`config.mk`:
```
export PLATFORM = sky130hd
export DESIGN_NAME = line_clear_engine
export DESIGN_NICKNAME = d
export VERILOG_FILES = /design/src/rtl/line_clear_engine.sv
export SDC_FILE = /design/constraint.sdc
export NUM_CORES = 1
export LEC_CHECK = 0
export ABC_CLOCK_PERIOD_IN_PS = 5200
export CORE_MARGIN = 1.5
export CORE_UTILIZATION = 42
export CTS_CLUSTER_SIZE = 28
export DETAILED_ROUTE_END_ITERATION = 10
export GPL_TIMING_DRIVEN = 0
export PLACE_DENSITY = 0.76
export RECOVER_POWER = 100
export SYNTH_ARGS = -nofsm -noshare
export SYNTH_HDL_FRONTEND = slang
export SYNTH_SLANG_ARGS = --single-unit
```
`constraint.sdc`:
```
create_clock -name clk -period 5.2 [get_ports clk]
set_input_delay 0.78 -clock clk [delete_from_list [all_inputs] [get_ports clk]]
set_output_delay 0.78 -clock clk [all_outputs]
set_load 0.1 [all_outputs]
```
`src/rtl/line_clear_engine.sv`:
```
// Full-board line clear: scans rows bottom to top on each piece lock, compacts the board in
// place through a row write port, and keeps combo, line-total and garbage bookkeeping.
module line_clear_engine #(
    parameter int unsigned COLS     = 10,
    parameter int unsigned ROWS     = 20,
    parameter int unsigned ROW_BITS = 5,
    parameter int unsigned CNT_BITS = 6,
    parameter int unsigned TOT_BITS = 10
) (
    input  logic                 clk,
    input  logic                 rst,
    input  logic                 state_rst,
    input  logic                 start,
    input  logic                 pause,
    input  logic                 delete,
    input  logic [ROWS*COLS-1:0] board,
    output logic                 busy,
    output logic                 done,
    output logic                 wr_en,
    output logic [ROW_BITS-1:0]  wr_row,
    output logic [COLS-1:0]      wr_data,
    output logic [2:0]           cleared,
    output logic [CNT_BITS-1:0]  combo,
    output logic [TOT_BITS-1:0]  total_lines,
    output logic                 send,
    output logic [2:0]           attack,
    output logic [CNT_BITS-1:0]  pending
);

    localparam int unsigned CntMax = (1 << CNT_BITS) - 1;
    localparam int unsigned TotMax = (1 << TOT_BITS) - 1;
    localparam logic [ROW_BITS-1:0] RowOne  = ROW_BITS'(1);
    localparam logic [ROW_BITS-1:0] RowLast = ROW_BITS'(ROWS - 1);
    localparam logic [ROW_BITS:0]   KOne    = (ROW_BITS + 1)'(1);
    localparam logic [ROW_BITS:0]   KFour   = (ROW_BITS + 1)'(4);
    localparam logic [CNT_BITS-1:0] CntOne  = CNT_BITS'(1);

    typedef enum logic [1:0] {StIdle, StScan, StFill, StReport} state_e;

    state_e              state_q;
    logic [ROW_BITS-1:0] r_q, w_q;
    logic [ROW_BITS:0]   k_q, fill_q;

    logic [COLS-1:0]     cur_row;
    logic                row_full;
    logic [ROW_BITS:0]   k_scan, rep_k;
    logic                enter_report;
    logic [CNT_BITS-1:0] combo_new, pending_new;
    logic [TOT_BITS-1:0] total_new;
    logic [2:0]          cleared_new, base_atk, attack_new;
    logic [3:0]          atk_sum;
    logic                bonus;
    int unsigned         k_int, tot_sum, pend_op, pend_sum;

    always_comb begin
        cur_row   = board[32'(r_q) * COLS +: COLS];
        row_full  = &cur_row;
        k_scan    = row_full ? k_q + KOne : k_q;
        rep_k     = (state_q == StFill) ? k_q : k_scan;
        enter_report = (state_q == StScan && r_q == '0 && k_scan == '0) ||
                       (state_q == StFill && fill_q == KOne);

        k_int     = 32'(rep_k);
        combo_new = (rep_k == '0) ? '0 : ((combo == '1) ? combo : combo + CntOne);
        tot_sum   = 32'(total_lines) + k_int;
        total_new = (tot_sum > TotMax) ? TOT_BITS'(TotMax) : TOT_BITS'(tot_sum);
        cleared_new = (rep_k > KFour) ? 3'd4 : rep_k[2:0];
        if (k_int >= 4)      base_atk = 3'd4;
        else if (k_int == 3) base_atk = 3'd2;
        else if (k_int == 2) base_atk = 3'd1;
        else                 base_atk = 3'd0;
        bonus      = (rep_k != '0) && (combo_new > CntOne);
        atk_sum    = {1'b0, base_atk} + {3'b000, bonus};
        attack_new = (atk_sum > 4'd7) ? 3'd7 : atk_sum[2:0];

        // Attack is added in the REPORT cycle, where the attack register already holds it.
        pend_op     = 32'(pending) + ((state_q == StReport) ? 32'(attack) : 32'd0);
        pend_sum    = pend_op - ((delete && pend_op != 0) ? 32'd1 : 32'd0);
        pending_new = (pend_sum > CntMax) ? CNT_BITS'(CntMax) : CNT_BITS'(pend_sum);
    end

    // Writes go out combinationally so the board owner commits them on the scanning edge.
    always_comb begin
        wr_en   = 1'b0;
        wr_row  = '0;
        wr_data = '0;
        if (!pause && !state_rst) begin
            if (state_q == StScan && !row_full && w_q != r_q) begin
                wr_en   = 1'b1;
                wr_row  = w_q;
                wr_data = cur_row;
            end else if (state_q == StFill) begin
                wr_en  = 1'b1;
                wr_row = w_q;
            end
        end
    end

    always_ff @(posedge clk or posedge rst) begin
        if (rst) begin
            state_q     <= StIdle;
            r_q         <= '0;
            w_q         <= '0;
            k_q         <= '0;
            fill_q      <= '0;
            busy        <= 1'b0;
            done        <= 1'b0;
            cleared     <= '0;
            combo       <= '0;
            total_lines <= '0;
            send        <= 1'b0;
            attack      <= '0;
            pending     <= '0;
        end else if (state_rst) begin
            state_q     <= StIdle;
            r_q         <= '0;
            w_q         <= '0;
            k_q         <= '0;
            fill_q      <= '0;
            busy        <= 1'b0;
            done        <= 1'b0;
            cleared     <= '0;
            combo       <= '0;
            total_lines <= '0;
            send        <= 1'b0;
            attack      <= '0;
            pending     <= '0;
        end else if (!pause) begin
            pending <= pending_new;
            case (state_q)
                StIdle: begin
                    if (start) begin
                        state_q <= StScan;
                        r_q     <= RowLast;
                        w_q     <= RowLast;
                        k_q     <= '0;
                        busy    <= 1'b1;
                    end
                end
                StScan: begin
                    k_q <= k_scan;
                    if (!row_full) w_q <= w_q - RowOne;
                    if (r_q == '0) begin
                        if (k_scan != '0) begin
                            state_q <= StFill;
                            fill_q  <= k_scan;
                        end else begin
                            state_q <= StReport;
                        end
                    end else begin
                        r_q <= r_q - RowOne;
                    end
                end
                StFill: begin
                    w_q    <= w_q - RowOne;
                    fill_q <= fill_q - KOne;
                    if (fill_q == KOne) state_q <= StReport;
                end
                StReport: begin
                    state_q <= StIdle;
                    busy    <= 1'b0;
                    done    <= 1'b0;
                    send    <= 1'b0;
                end
                default: state_q <= StIdle;
            endcase
            if (enter_report) begin
                done        <= 1'b1;
                cleared     <= cleared_new;
                combo       <= combo_new;
                total_lines <= total_new;
                attack      <= attack_new;
                send        <= (attack_new != '0);
            end
        end
    end

endmodule

```
==> flow_metrics.env, run 1 <==
export IMPL_slowest_stage="sky130_fd_sc_hd__mux4_2"
export IMPL_drv_slew=43
export IMPL_antenna_cells=0
export IMPL_timing_final_hold_violations=0
export IMPL_synth_xor_area_share=0.03517
export IMPL_clock_path_buffers=2
export IMPL_power_net_switching_mw=1.566
export IMPL_synthDominantAreaCellType="sky130_fd_sc_hd__dfrtp_1"
export IMPL_leakage_nw=3.680
export IMPL_maxCapViolCount=1
export IMPL_grt_max_degree=43
export IMPL_synthesis_area_per_instance_um2=8.986
export IMPL_p_sw_frac=0.4958
export IMPL_via_total_after_detailed_routing=6607
export IMPL_fin_setup_tns_ps=0
export IMPL_synth_cell_area_mm2=0.006120
export IMPL_worst_setup_path_start_kind="input port"
export IMPL_post_route_min_period_ps=4942
export IMPL_die_area_mm2=0.01530
export IMPL_syn_instance_count=681
export IMPL_route_antenna_remaining_nets=0
export IMPL_failed_checks="capacitance limit, slew limit"
export IMPL_critPathMaxStageDelay_ps=480
export IMPL_avgRoutedWirePerCell_um=19.61
export IMPL_placed_cells=1114
export IMPL_numCtsBuffers=5
export IMPL_max_vdd_ir_drop_v=0.0001987
export IMPL_grt_first_pass_wirelength_um=34720
export IMPL_fp_row_count=43
export IMPL_synth_top_family_by_area="compound AO/OA/AOI/OAI gates"
export IMPL_ys_types=82
export IMPL_share_of_the_synthesized_area_in_compound_gates_ao_oa_aoi_oai=0.2092
export IMPL_ys_async_sr_fraction=1.000
export IMPL_finalCritPeriodShare=0.9505
export IMPL_setup_repair_after_global_routing_missed_its_margin="false"
export IMPL_timing_critical_path_arrival_ps=4160
export IMPL_synth_top_area_share=0.2249
export IMPL_p_clk_frac=0.110
export IMPL_layout_drive_gt1_share=0.1184
export IMPL_synth_area_leaders="sky130_fd_sc_hd__dfrtp_1 22%, sky130_fd_sc_hd__mux4_2 11%, sky130_fd_sc_hd__mux2i_1 6.7%, sky130_fd_sc_hd__ha_1 4.7%, sky130_fd_sc_hd__a21oi_1 3.7%"
export IMPL_layout_nets=1176
export IMPL_register_area_share_after_synthesis=0.2249
export IMPL_clock_latency_ps=300
export IMPL_crit_chain="clkdlybuf4s50_1, mux4_2, mux2_2, a221oi_4, or3_1, buf_4, nand2b_1, nand2_2, a21oi_1, clkbuf_4"
export IMPL_clock_sinks=55
export IMPL_final_hold_slack_ps=527.2
export IMPL_clock_tree_root_cell="sky130_fd_sc_hd__clkbuf_16"
export IMPL_outcome="finished, violations left"
export IMPL_start_util=0.4358
export IMPL_via_per_inst=5.868
export IMPL_synth_fp_nets=912
export IMPL_critical_path_s_top_delay_family="buffers and inverters"
export IMPL_place_detailed_hpwl_um=18060
export IMPL_slew_limit_headroom=-0.5425
export IMPL_grt_antenna_before_repair=0
export IMPL_drtIter0Drc=483
export IMPL_share_of_synthesized_area_spent_on_multiplexers=0.2045
export IMPL_synthSimpleGateAreaFrac=0.2043
export IMPL_gp_routability_congestion=0.9081
export IMPL_tritoncts="yes"
export IMPL_stdcell_count=1126
export IMPL_worst_slew_pin_transition_ps=2314
export IMPL_layout_area_overhead_vs_synth_pct=48.37
export IMPL_cts_htree_levels=2
export IMPL_buffer_ports_inserted=252
export IMPL_design_core_area_mm2=0.01404
export IMPL_dominantRegCellSynth="sky130_fd_sc_hd__dfrtp_1"
export IMPL_required_ps=4420
export IMPL_worst_hold_path_num_cells=1
export IMPL_cts_reportedPaths_clkPinSlew_ps=70
export IMPL_power_density_cell_area_mw_per_mm2=347.9
export IMPL_ios=253
export IMPL_synth_enable_flop_cells=0
export IMPL_hold_class="reg2reg"
export IMPL_drc=0
export IMPL_max_clock_freq_mhz=202.3
export IMPL_first_pass_iters=5
export IMPL_grt_overflow=0
export IMPL_cp_end_kind="primary output"
export IMPL_comb_power_share=0.706
export IMPL_floorplan_die_width_um=123.7
export IMPL_synth_top_cells_by_count="55 x sky130_fd_sc_hd__dfrtp_1, 55 x sky130_fd_sc_hd__nor2_1, 53 x sky130_fd_sc_hd__nand2_1, 45 x sky130_fd_sc_hd__a21oi_1, 41 x sky130_fd_sc_hd__mux2i_1"
export IMPL_clock_skew_final_ps=8.377
export IMPL_max_fanout_on_critical_path=11
export IMPL_die_height_um=123.7
export IMPL_synthAdderAreaFrac=0.05357
export IMPL_critical_path_cell_count=10
export IMPL_grt_util_all_layers=0.2938
export IMPL_finalSetupViolations=0
export IMPL_setup_worst_path_class="in2out"
export IMPL_drt_total_wl_um=22080
export IMPL_vias_in_the_first_global_route=6579
export IMPL_synth_warnings=0
export IMPL_critical_path_n_buffers_inverters=3
export IMPL_cellInternalPower_mw=1.593
export IMPL_ys_seq_elements=55
export IMPL_reg2reg_setup_slack_ps=320
export IMPL_seqPwrFrac=0.184
export IMPL_r2r_cells=21
[cells by family after synthesis]
group                      count (synthesis)
DFF                                       55
adders and majority gates                 25
buffers and inverters                     77
AOI/OAI and AO/OA                        184
and+or+nand+nor                          237
xor gates and xnor gates                  23
muxes                                     80
[metrics by stage]
stage,power [mW],utilization,setup slack [ps],instance area (um^2)
after floorplan,2.160,-,16.27,6126
after global placement,2.743,0.6319,-983.9,8874
after detailed placement,2.763,0.6333,-1059,8894
after CTS,3.119,0.6436,-9.051,9037
after global routing,3.363,0.6466,43.52,9080
final,3.159,0.6466,257.5,9080
[cell type report]
class / instances / area, um^2
buffer: 41 / 271.5
clock buffer: 5 / 125.1
clock inverter: 3 / 22.52
fill: 1205 / 4962
inverter: 34 / 127.6
multi-input combinational: 549 / 4403
sequential: 55 / 1376
tap: 180 / 225.2
timing repair buffer: 259 / 2529
[what timing repair did]
| action | CTS | global route |
|---|---|---|
| gates resized for setup | 82 | 16 |
| endpoints found under the setup margin | 24 | 24 |
| buffers inserted | 3 | 3 |
| hold buffers | 0 | 0 |
| hold endpoints to repair | 0 | 0 |
| pin swaps | 1 | 2 |
[layout by cell type (no fill, tap or decap), types with 23 or more instances in the layout]
cell type and instances:
sky130_fd_sc_hd__o21ai_0 23, sky130_fd_sc_hd__dfrtp_1 55, sky130_fd_sc_hd__clkdlybuf4s50_1 203, sky130_fd_sc_hd__clkbuf_1 23
sky130_fd_sc_hd__mux2i_1 40, sky130_fd_sc_hd__inv_1 31, sky130_fd_sc_hd__nand3_1 27, sky130_fd_sc_hd__ha_1 23
sky130_fd_sc_hd__mux4_2 29, sky130_fd_sc_hd__dlygate4sd3_1 33, sky130_fd_sc_hd__a21oi_1 44, sky130_fd_sc_hd__nand2_1 52
sky130_fd_sc_hd__nor2_1 55
[sequential cells by signal, indices dropped and copies added, names as in the netlist]
register,cells
attack,3
busy,1
cleared,3
combo,6
done,1
fill_q,6
k_q,6
pending,6
r_q,5
send,1
state_q,2
total_lines,10
w_q,5
[final timing paths]
kind | startpoint | endpoint
setup / recovery | board[58] | wr_data[3]
max in group asynchronous | rst | total_lines[7]$_DFFE_PP0P_
min in group asynchronous | rst | w_q[4]$_DFFE_PP0P_
setup reg to reg | r_q[0]$_DFFE_PP0P_ | total_lines[2]$_DFFE_PP0P_
hold / removal | fill_q[5]$_DFFE_PP0P_ | fill_q[5]$_DFFE_PP0P_
hold reg to reg | fill_q[5]$_DFFE_PP0P_ | fill_q[5]$_DFFE_PP0P_
[worst reg2reg max path, stage by stage, from the launching register on]
cell	delay, ps
sky130_fd_sc_hd__dfrtp_1	380
sky130_fd_sc_hd__buf_6	150
sky130_fd_sc_hd__buf_12	150
sky130_fd_sc_hd__buf_12	160
sky130_fd_sc_hd__buf_12	150
sky130_fd_sc_hd__mux2i_1	120
sky130_fd_sc_hd__a22o_1	260
sky130_fd_sc_hd__o31ai_4	300
sky130_fd_sc_hd__o22ai_1	160
sky130_fd_sc_hd__or3_1	350
sky130_fd_sc_hd__buf_6	160
sky130_fd_sc_hd__nor2_4	180
sky130_fd_sc_hd__mux2i_2	350
sky130_fd_sc_hd__a21oi_2	180
sky130_fd_sc_hd__fa_1	500
sky130_fd_sc_hd__nor2b_1	180
sky130_fd_sc_hd__o2111ai_2	210
sky130_fd_sc_hd__a31oi_1	150
sky130_fd_sc_hd__o211ai_1	240
sky130_fd_sc_hd__buf_4	180
sky130_fd_sc_hd__nand4_1	90
sky130_fd_sc_hd__o2111a_1	160
[power groups by stage]
stage | clock network [mW] | registers (mW) | logic (mW)
after floorplan | 0 | 0.802 | 1.36
after global placement | 0 | 0.583 | 2.16
after detailed placement | 0 | 0.585 | 2.18
after CTS | 0.351 | 0.577 | 2.19
after global routing | 0.367 | 0.593 | 2.40
final | 0.347 | 0.580 | 2.23
[layer usage]
| metal | track usage | wire length [um] | vias to the layer above | share of wire |
|---|---|---|---|---|
| met1 | 0.3988 | 9459 | 3149 | 0.43 |
| met5 | 0 | 0 | - | 0 |
| met3 | 0.06227 | 1755 | 43 | 0.079 |
| li1 | - | - | 3112 | - |
| met4 | 0.07687 | 531 | 0 | 0.024 |
| met2 | 0.4765 | 10340 | 303 | 0.47 |
Note: power is estimated with default switching activity, not from simulation.
==> run 2: changes to the inputs <==
Settings changed: CTS_CLUSTER_SIZE 28 to not set, TNS_END_PERCENT set to 1.
==> flow_metrics.env, run 2 (same netlist as run 1, synthesis figures left out) <==
export IMPL_clock_latency_ps=300
export IMPL_slowest_stage="sky130_fd_sc_hd__nor3b_4"
export IMPL_setup_worst_path_class="reg2reg"
export IMPL_outcome="finished, violations left"
export IMPL_layout_area_overhead_vs_synth_pct=48.17
export IMPL_antenna_cells=0
export IMPL_tritoncts="yes"
export IMPL_final_common_cell="sky130_fd_sc_hd__clkdlybuf4s50_1"
export IMPL_maxCapViolCount=1
export IMPL_setup_repair_after_global_routing_missed_its_margin="true"
export IMPL_required_ps=5380
export IMPL_crit_chain="buf_2, nor3b_4, and2_1, a31oi_1, a32o_1, or3_1, buf_4, nor3_2, xnor2_1, inv_1, ha_1, fa_1, nor2b_1, o2111ai_1, a31oi_1, o211ai_1, buf_4, nand4_1, o2111a_1"
export IMPL_start_util=0.4358
export IMPL_gp_routability_congestion=0.9081
export IMPL_power_density_cell_area_mw_per_mm2=346.9
export IMPL_finalCritPeriodShare=0.9682
export IMPL_worst_slew_pin_transition_ps=2350
export IMPL_die_height_um=123.7
export IMPL_grt_util_all_layers=0.2933
export IMPL_numCtsBuffers=5
export IMPL_pre_cts_slack_ps=-1059
export IMPL_fp_row_count=43
export IMPL_grt_first_pass_wirelength_um=34630
export IMPL_clock_tree_root_cell="sky130_fd_sc_hd__clkbuf_16"
export IMPL_avgRoutedWirePerCell_um=19.67
export IMPL_die_area_mm2=0.01530
export IMPL_clock_path_buffers=2
export IMPL_grt_overflow=0
export IMPL_layout_nets=1175
export IMPL_largest_reg_flops=10
export IMPL_first_pass_iters=5
export IMPL_drv_slew=43
export IMPL_failed_checks="capacitance limit, slew limit"
export IMPL_layout_drive_gt1_share=0.1164
export IMPL_cts_reportedPaths_clkPinSlew_ps=80
export IMPL_buffer_ports_inserted=252
export IMPL_timing_critical_path_arrival_ps=5220
export IMPL_drtIter0Drc=480
export IMPL_max_clock_freq_mhz=198.6
export IMPL_grt_max_degree=43
export IMPL_cts_hold_repair_buffers=0
export IMPL_drc=0
export IMPL_max_fanout_on_critical_path=10
export IMPL_finalSetupViolations=0
export IMPL_via_per_inst=5.897
export IMPL_clock_skew_final_ps=8.539
export IMPL_slew_limit_headroom=-0.5667
export IMPL_post_route_worst_setup_slack_ps=165.5
export IMPL_max_vdd_ir_drop_v=0.0001981
export IMPL_grt_antenna_before_repair=0
export IMPL_post_route_min_period_ps=5035
export IMPL_vias_in_the_first_global_route=6546
export IMPL_post_layout_total_power_mw=3.145
export IMPL_floorplan_die_width_um=123.7
export IMPL_critical_path_s_top_delay_family="simple AND/OR/NAND/NOR gates"
export IMPL_clock_sinks=55
export IMPL_register_containing_the_most_flip_flops_in_the_final_layout="total_lines"
export IMPL_cp_end_kind="flop"
export IMPL_timing_final_hold_violations=0
export IMPL_hold_class="reg2reg"
export IMPL_leakage_nw=3.694
export IMPL_worst_setup_path_start_kind="flop"
export IMPL_cts_htree_levels=2
export IMPL_critPathMaxStageDelay_ps=560
export IMPL_place_detailed_hpwl_um=18060
export IMPL_design_core_area_mm2=0.01404
export IMPL_ios=253
export IMPL_critical_path_n_buffers_inverters=4
export IMPL_route_antenna_remaining_nets=0
export IMPL_commonest_cells_after_routing_fill_and_taps_aside="204 x sky130_fd_sc_hd__clkdlybuf4s50_1, 55 x sky130_fd_sc_hd__nor2_1, 55 x sky130_fd_sc_hd__dfrtp_1, 53 x sky130_fd_sc_hd__nand2_1, 45 x sky130_fd_sc_hd__a21oi_1"
export IMPL_drt_total_wl_um=22130
export IMPL_via_total_after_detailed_routing=6634
[run 2: cell types whose count changed in the layout (fill, tap and decap cells not counted), moves of 2 or more]
cell	change
sky130_fd_sc_hd__buf_2	+2
sky130_fd_sc_hd__clkbuf_2	-4
sky130_fd_sc_hd__and2_0	-4
sky130_fd_sc_hd__clkdlybuf4s15_2	+2
sky130_fd_sc_hd__buf_4	+6
sky130_fd_sc_hd__and2_1	+4
sky130_fd_sc_hd__clkbuf_4	-4
sky130_fd_sc_hd__clkbuf_1	-2
[run 2: final cells by class]
cell class,instances,area [um^2]
Sequential cell,55,1376
Tap cell,180,225.2
Inverter,34,127.6
Clock buffer,5,125.1
Timing Repair Buffer,256,2509
Fill cell,1197,4975
Buffer,43,292.8
Clock inverter,3,22.52
Multi-Input combinational cell,549,4389
[run 2: stage by stage]
stage          std cells  hold slack [ps]  TNS, ps    util  area [um^2]
2_1_floorplan        681            479.0        0       -         6126
3_3_place_gp        1113            509.7   -17020  0.6319         8874
3_5_place_dp        1114            510.2   -18420  0.6333         8894
6_report            1125            531.2        0  0.6457         9067
4_1_cts             1122            529.6   -33.84  0.6468         9082
5_1_grt             1125            577.0   -208.3  0.6457         9067
[run 2: path summary, 6_finish.rpt]
| path | startpoint | endpoint | slack [ps] | depth (start not counted) |
|---|---|---|---|---|
| min | done$_DFFE_PP0P_ | done$_DFFE_PP0P_ | 530 | 2 |
| min reg2reg | done$_DFFE_PP0P_ | done$_DFFE_PP0P_ | 530 | 2 |
| max reg2reg | r_q[2]$_DFFE_PP0P_ | total_lines[2]$_DFFE_PP0P_ | 170 | 19 |
| max in group asynchronous | rst | total_lines[3]$_DFFE_PP0P_ | 1600 | 3 |
| max | r_q[2]$_DFFE_PP0P_ | total_lines[2]$_DFFE_PP0P_ | 170 | 19 |
| min in group asynchronous | rst | w_q[4]$_DFFE_PP0P_ | 990 | 2 |
[run 2: per-layer routing]
layer  GRT usage  wire length (um)  vias up
li1            -                 -     3115
met1      0.4006              9667     3200
met2      0.4755             10360      276
met3     0.05907              1573       43
met4     0.07615               528        0
met5           0                 0        -
[run 2: tightest hold or removal path: cells and delay by family (launching register included)]
kind | cells | cell delay (ps)
AOI/OAI and AO/OA | 1 | 60
DFF | 1 | 350
and+or+nand+nor | 1 | 80
[run 2: report_power, final]
group	leakage (nW)	switching [mW]	internal, mW
clock	0.0742	0.165	0.181
combinational	2.87	1.32	0.905
sequential	0.749	0.0782	0.498
total	3.69	1.56	1.58
[run 2: what timing repair did]
item,CTS,global route
gates cloned,0,0
resized for setup,76,8
setup buffers,0,3
setup endpoints to repair,24,25
pin swaps,0,2
